===== src/rtl/interval_timer_arbiter_pkg.sv =====
// Shared definitions for the counter10k family: FSM encoding and default counter sizing.
package interval_timer_arbiter_pkg;

  typedef enum logic [1:0] {
    StIdle = 2'd0,
    StRun  = 2'd1,
    StDone = 2'd2
  } state_e;

  localparam int unsigned DefTerminal = 10000;
  localparam int unsigned DefCw       = 16;

endpackage


===== src/rtl/interval_timer_arbiter_period_counter.sv =====
// Wrapping 0..TERMINAL-1 period counter with a registered one-cycle wrap pulse.
module period_counter
  import interval_timer_arbiter_pkg::*;
#(
  parameter int unsigned TERMINAL = DefTerminal,
  parameter int unsigned CW       = DefCw
) (
  input  logic          tick_i,
  input  logic          reset_i,
  input  logic          clr_i,
  input  logic          en_i,
  output logic [CW-1:0] internal_o,
  output logic          reached_o
);

  localparam logic [CW-1:0] Last = CW'(TERMINAL - 1);

  logic [CW-1:0] internal_q, internal_d;
  logic          reached_q, reached_d;

  // Next count: clear dominates enable, so an abort on the last count never pulses reached.
  always_comb begin
    internal_d = internal_q;
    reached_d  = 1'b0;
    if (clr_i) begin
      internal_d = '0;
    end else if (en_i) begin
      if (internal_q == Last) begin
        internal_d = '0;
        reached_d  = 1'b1;
      end else begin
        internal_d = internal_q + CW'(1);
      end
    end
  end

  // Counter state.
  always_ff @(posedge tick_i or posedge reset_i) begin
    if (reset_i) begin
      internal_q <= '0;
      reached_q  <= 1'b0;
    end else begin
      internal_q <= internal_d;
      reached_q  <= reached_d;
    end
  end

  assign internal_o = internal_q;
  assign reached_o  = reached_q;

endmodule


===== src/rtl/interval_timer_arbiter.sv =====
// Round-robin arbiter that lends one period counter to NREQ requesters for len[i] periods each.
module interval_timer_arbiter
  import interval_timer_arbiter_pkg::*;
#(
  parameter int unsigned NREQ     = 4,
  parameter int unsigned TERMINAL = DefTerminal,
  parameter int unsigned CW       = DefCw,
  parameter int unsigned LENW     = 8
) (
  input  logic                 tick_i,
  input  logic                 reset_i,
  input  logic [NREQ-1:0]      req_i,
  input  logic [NREQ*LENW-1:0] len_i,
  output logic [NREQ-1:0]      grant_o,
  output logic [NREQ-1:0]      done_o,
  output logic                 busy_o,
  output logic                 reached_o,
  output logic [CW-1:0]        internal_o
);

  localparam int unsigned   IdxW = (NREQ > 1) ? $clog2(NREQ) : 1;
  localparam logic [CW-1:0] Last = CW'(TERMINAL - 1);

  // First asserted request strictly after rr, wrapping; lower offsets overwrite later ones.
  function automatic logic [IdxW-1:0] rr_pick(input logic [NREQ-1:0] req,
                                              input logic [IdxW-1:0] rr);
    logic [IdxW-1:0] pick;
    int unsigned     j;
    pick = rr;
    for (int unsigned i = NREQ; i >= 1; i--) begin
      j = (32'(rr) + i) % NREQ;
      if (req[j]) pick = IdxW'(j);
    end
    return pick;
  endfunction

  state_e          state_q, state_d;
  logic [NREQ-1:0] grant_q, grant_d;
  logic [NREQ-1:0] done_q, done_d;
  logic [IdxW-1:0] rr_q, rr_d;
  logic [IdxW-1:0] owner_q, owner_d;
  logic [LENW-1:0] left_q, left_d;

  logic            cnt_clr, cnt_en;
  logic [CW-1:0]   internal;
  logic            owner_req, wrap;
  logic [IdxW-1:0] pick_idx;
  logic [LENW-1:0] pick_len;

  assign owner_req = |(req_i & grant_q);
  assign wrap      = (internal == Last);
  assign pick_idx  = rr_pick(req_i, rr_q);
  assign pick_len  = len_i[32'(pick_idx)*LENW +: LENW];

  period_counter #(
    .TERMINAL(TERMINAL),
    .CW      (CW)
  ) u_period_counter (
    .tick_i    (tick_i),
    .reset_i   (reset_i),
    .clr_i     (cnt_clr),
    .en_i      (cnt_en),
    .internal_o(internal),
    .reached_o (reached_o)
  );

  // State register plus all registered arbiter outputs.
  always_ff @(posedge tick_i or posedge reset_i) begin
    if (reset_i) begin
      state_q <= StIdle;
      grant_q <= '0;
      done_q  <= '0;
      rr_q    <= IdxW'(NREQ - 1);
      owner_q <= '0;
      left_q  <= '0;
    end else begin
      state_q <= state_d;
      grant_q <= grant_d;
      done_q  <= done_d;
      rr_q    <= rr_d;
      owner_q <= owner_d;
      left_q  <= left_d;
    end
  end

  // Next-state: abort is tested before the wrap so it wins a coincident last count.
  always_comb begin
    state_d = state_q;
    unique case (state_q)
      StIdle: if (|req_i) state_d = StRun;
      StRun: begin
        if (!owner_req) begin
          state_d = StIdle;
        end else if (wrap && (left_q == LENW'(1))) begin
          state_d = StDone;
        end
      end
      StDone:  state_d = StIdle;
      default: state_d = StIdle;
    endcase
  end

  // Datapath and counter control for each state.
  always_comb begin
    grant_d = grant_q;
    done_d  = '0;
    rr_d    = rr_q;
    owner_d = owner_q;
    left_d  = left_q;
    cnt_clr = 1'b0;
    cnt_en  = 1'b0;
    unique case (state_q)
      StIdle: begin
        if (|req_i) begin
          grant_d = NREQ'(1) << pick_idx;
          owner_d = pick_idx;
          left_d  = (pick_len == '0) ? LENW'(1) : pick_len;
          cnt_clr = 1'b1;
        end
      end
      StRun: begin
        if (!owner_req) begin
          grant_d = '0;
          rr_d    = owner_q;
          left_d  = '0;
          cnt_clr = 1'b1;
        end else begin
          cnt_en = 1'b1;
          if (wrap) begin
            left_d = left_q - LENW'(1);
            if (left_q == LENW'(1)) done_d = grant_q;
          end
        end
      end
      StDone: begin
        grant_d = '0;
        rr_d    = owner_q;
        cnt_clr = 1'b1;
      end
      default: begin
        grant_d = '0;
        cnt_clr = 1'b1;
      end
    endcase
  end

  // Outputs straight from registers.
  always_comb begin
    grant_o    = grant_q;
    done_o     = done_q;
    busy_o     = (state_q != StIdle);
    internal_o = internal;
  end

endmodule


===== config.mk =====
export PLATFORM = sky130hd
export DESIGN_NAME = interval_timer_arbiter
export DESIGN_NICKNAME = d
export VERILOG_FILES = /design/src/rtl/interval_timer_arbiter_pkg.sv /design/src/rtl/interval_timer_arbiter_period_counter.sv /design/src/rtl/interval_timer_arbiter.sv
export SDC_FILE = /design/constraint.sdc
export NUM_CORES = 1
export LEC_CHECK = 0
export BUFFER_PORTS_ARGS = -buffer_cell sky130_fd_sc_hd__buf_2
export CORE_UTILIZATION = 54
export CTS_BUF_LIST = sky130_fd_sc_hd__clkbuf_2
export CTS_CLUSTER_DIAMETER = 60
export DETAILED_ROUTE_END_ITERATION = 10
export PLACE_DENSITY = 0.88
export SYNTH_ARGS = -nofsm -noshare
export SYNTH_HDL_FRONTEND = slang
export SYNTH_SLANG_ARGS = --single-unit

===== constraint.sdc =====
create_clock -name tick_i -period 3 [get_ports tick_i]
set_clock_uncertainty 0.05 [all_clocks]
set_input_delay 0.45 -clock tick_i [delete_from_list [all_inputs] [get_ports tick_i]]
set_output_delay 0.45 -clock tick_i [all_outputs]
set_load 0.1 [all_outputs]

==> insert_results.sql <==
INSERT INTO impl_metrics (metric_group, metric, value, unit) VALUES
('run_status', 'run_status', 'completed', ''),
('synth', 'ys_dominant_reg_cell', 'sky130_fd_sc_hd__dfrtp_1', ''),
('finish', 'layout-drive-gt1-share', '0.294', ''),
('clock_tree', 'post-cts-setup-buffer-count', '0', ''),
('global_route', 'pin_count_of_the_biggest_net_entering_global_routing', '40', ''),
('synth', 'yosys.area.top_type', 'sky130_fd_sc_hd__dfrtp_1', ''),
('placement', 'dp_cells', '338', ''),
('pwr', 'comb_power_share', '0.526', ''),
('clock_tree', 'cts_max_level', '2', ''),
('sta', 'finalCritPeriodShare', '0.836', ''),
('synth', 'synth_sequential_area_ratio', '0.425', ''),
('synth', 'post-synth-top-count-cell', 'sky130_fd_sc_hd__dfrtp_1', ''),
('clock_tree', 'ctsResizeCount', '0', ''),
('pwr', 'share_seq_of_total_power', '0.364', ''),
('drt', 'final_antenna_net_count', '0', ''),
('pwr', 'total_leakage_power', '0.00128', 'uW'),
('clock_tree', 'cts-root-to-sink-buffers', '2', ''),
('synth', 'simple_gate_area_share_of_the_yosys_netlist', '0.221', ''),
('sta', 'setup-tns-final', '0', 'ps'),
('synth', 'postSynthNetCount', '270', ''),
('clock_tree', 'tritoncts_clock_tree', 'done', ''),
('drt', 'top_signal_layer_used', 'met4', ''),
('drt', 'dr.pass1.iters', '4', ''),
('global_route', 'gr-total-overflow', '0', ''),
('synth', 'synth.cells.most_frequent', 'sky130_fd_sc_hd__dfrtp_1, sky130_fd_sc_hd__nor2_1, sky130_fd_sc_hd__nand2_1, sky130_fd_sc_hd__o21ai_0, sky130_fd_sc_hd__xor2_1', ''),
('placement', 'hpwlAfterDp', '3720', 'microns'),
('sta', 'rsz0062_at_grt', 'no', ''),
('placement', 'place_worst_setup_slack', '504', 'ps'),
('synth', 'netlist_instances', '229', ''),
('synth', 'synth-edff-count', '0', ''),
('pwr', 'total_switching_power', '977', 'uW'),
('floorplan', 'initial_core_util', '0.567', ''),
('sta', 'min_period', '2510', 'ps'),
('clock_tree', 'clk_transition_reported_paths', '200', 'ps'),
('sta', 'setup_viol', '0', ''),
('sta', 'max_freq', '399', 'MHz'),
('synth', 'synth_top_family_by_area', 'simple AND/OR/NAND/NOR gates', ''),
('drt', 'first_iter_violations', '78', ''),
('drt', 'postRouteWirelength', '4790', 'microns'),
('clock_tree', 'worstSkewPairLatency', '400', 'ps'),
('worst_hold_path', 'kind_of_path_behind_the_tightest_hold_check', 'in -> async', ''),
('floorplan', 'fp.dieW', '67.3', 'microns'),
('sta', 'holdWs', '64.9', 'ps'),
('synth', 'yosys_warnings', '0', ''),
('drt', 'met2RoutedLength', '2290', 'microns'),
('setup_path', 'worstSetupEndpointType', 'register', ''),
('setup_path', 'critical_path_peak_fanout', '10', ''),
('synth', 'synthesis.area', '2300', 'sq um'),
('setup_path', 'rr_worst_depth', '7', ''),
('sta', 'hold_violations', '0', ''),
('sta', 'worst-slew-pin-transition', '812', 'ps'),
('sta', 'slew-limit-headroom', '0.457', ''),
('placement', 'routabilityCongestion', '0.839', ''),
('pwr', 'power_frac_clock', '0.110', ''),
('drt', 'num_vias', '2008', ''),
('drt', 'routed_wire_length_per_instance', '13.8', 'microns'),
('setup_path', 'largest_incremental_delay_on_the_critical_path', '590', 'ps'),
('global_route', 'grt_usage', '0.234', ''),
('pwr', 'power.ir.vdd_worst', '0.518', 'mV'),
('clock_tree', 'cts-buffers-inserted', '5', ''),
('synth', 'post_synth.cell_area_avg', '10.0', 'sq um'),
('finish', 'seq_area', '978', 'sq um'),
('placement', 'port-buffer-count', '63', ''),
('global_route', 'grt_first_pass_wirelength', '7960', 'microns'),
('setup_path', 'worst-path-stages', '7', ''),
('run', 'maxCapViolations', '0', ''),
('setup_path', 'worst-endpoint-arrival', '2750', 'ps'),
('finish', 'multiInputGateArea', '1260', 'sq um'),
('pwr', 'powerDensity', '763', 'nW/um^2'),
('finish', 'antenna-diode-count', '0', ''),
('clock_tree', 'cts_hold_repair.buffers', '0', '');
-- power by group through the flow --
| stage | clock (uW) | combinational, uW | sequential [uW] |
|---|---|---|---|
| 2_1_floorplan | 0 | 696 | 942 |
| 3_3_place_gp | 0 | 1060 | 756 |
| 3_5_place_dp | 0 | 1090 | 761 |
| 4_1_cts | 234 | 1090 | 751 |
| 5_1_grt | 255 | 1180 | 773 |
| 6_report | 227 | 1090 | 752 |
-- layout by cell type (no fill, tap or decap), drive strengths merged, types with 7 or more instances in the layout --
cell	n
a21oi	7
buf	66
dfrtp	37
inv	7
mux4	7
nand2	18
nor2	31
nor3	7
o21ai	15
xor2	8
-- layout make-up --
| type | instances | share of cell area |
|---|---|---|
| clock buffers | 5 | 0.00925 |
| clock inverters | 3 | 0.00555 |
| inverters | 7 | 0.00971 |
| multi-input cells | 176 | 0.466 |
| flip-flops and latches | 39 | 0.362 |
| well taps | 50 | 0.0231 |
| repair buffers | 66 | 0.125 |
-- sequential cells by signal, indices dropped and copies added (netlist names) --
signal / cells
u_period_counter.internal_o: 16
owner_q: 2
u_period_counter.reached_o: 1
left_q: 8
done_o: 4
rr_q: 2
state_q: 2
grant_o: 4
-- worst min-delay path, delay by kind of cell --
| kind | cells | cell delay [ps] |
|---|---|---|
| buffers and inverters | 3 | 540 |
-- through the flow --
stage | cell area, sq um | power (uW)
finish | 2710 | 2070
global route | 2710 | 2200
CTS | 2710 | 2070
detailed placement | 2670 | 1850
global placement | 2670 | 1820
floorplan | 2300 | 1640
-- final timing paths --
path,startpoint,to
min reg2reg,owner_q[0],owner_q[0]
max,rr_q[0],left_q[0]
max reg2reg,rr_q[0],left_q[0]
max in group asynchronous,reset_i,rr_q[1]
min,reset_i,u_period_counter.internal_o[3]
min in group tick_i,len_i[23],left_q[0]
-- cell families (layout without fill, tap and decap cells) --
group / count (synthesis) / count (layout)
buf+inv: 14 / 81
xor+xnor: 14 / 14
compound gates: 45 / 45
simple gates: 99 / 99
flops: 39 / 39
fa+ha+maj: 3 / 3
mux: 15 / 15
-- routing by layer --
layer	GRT usage	up-vias
li1	-	972
met1	0.291	941
met2	0.409	85
met3	0.0507	10
met4	0.0612	0
met5	0	-
Power figures use the tool's default switching activity.
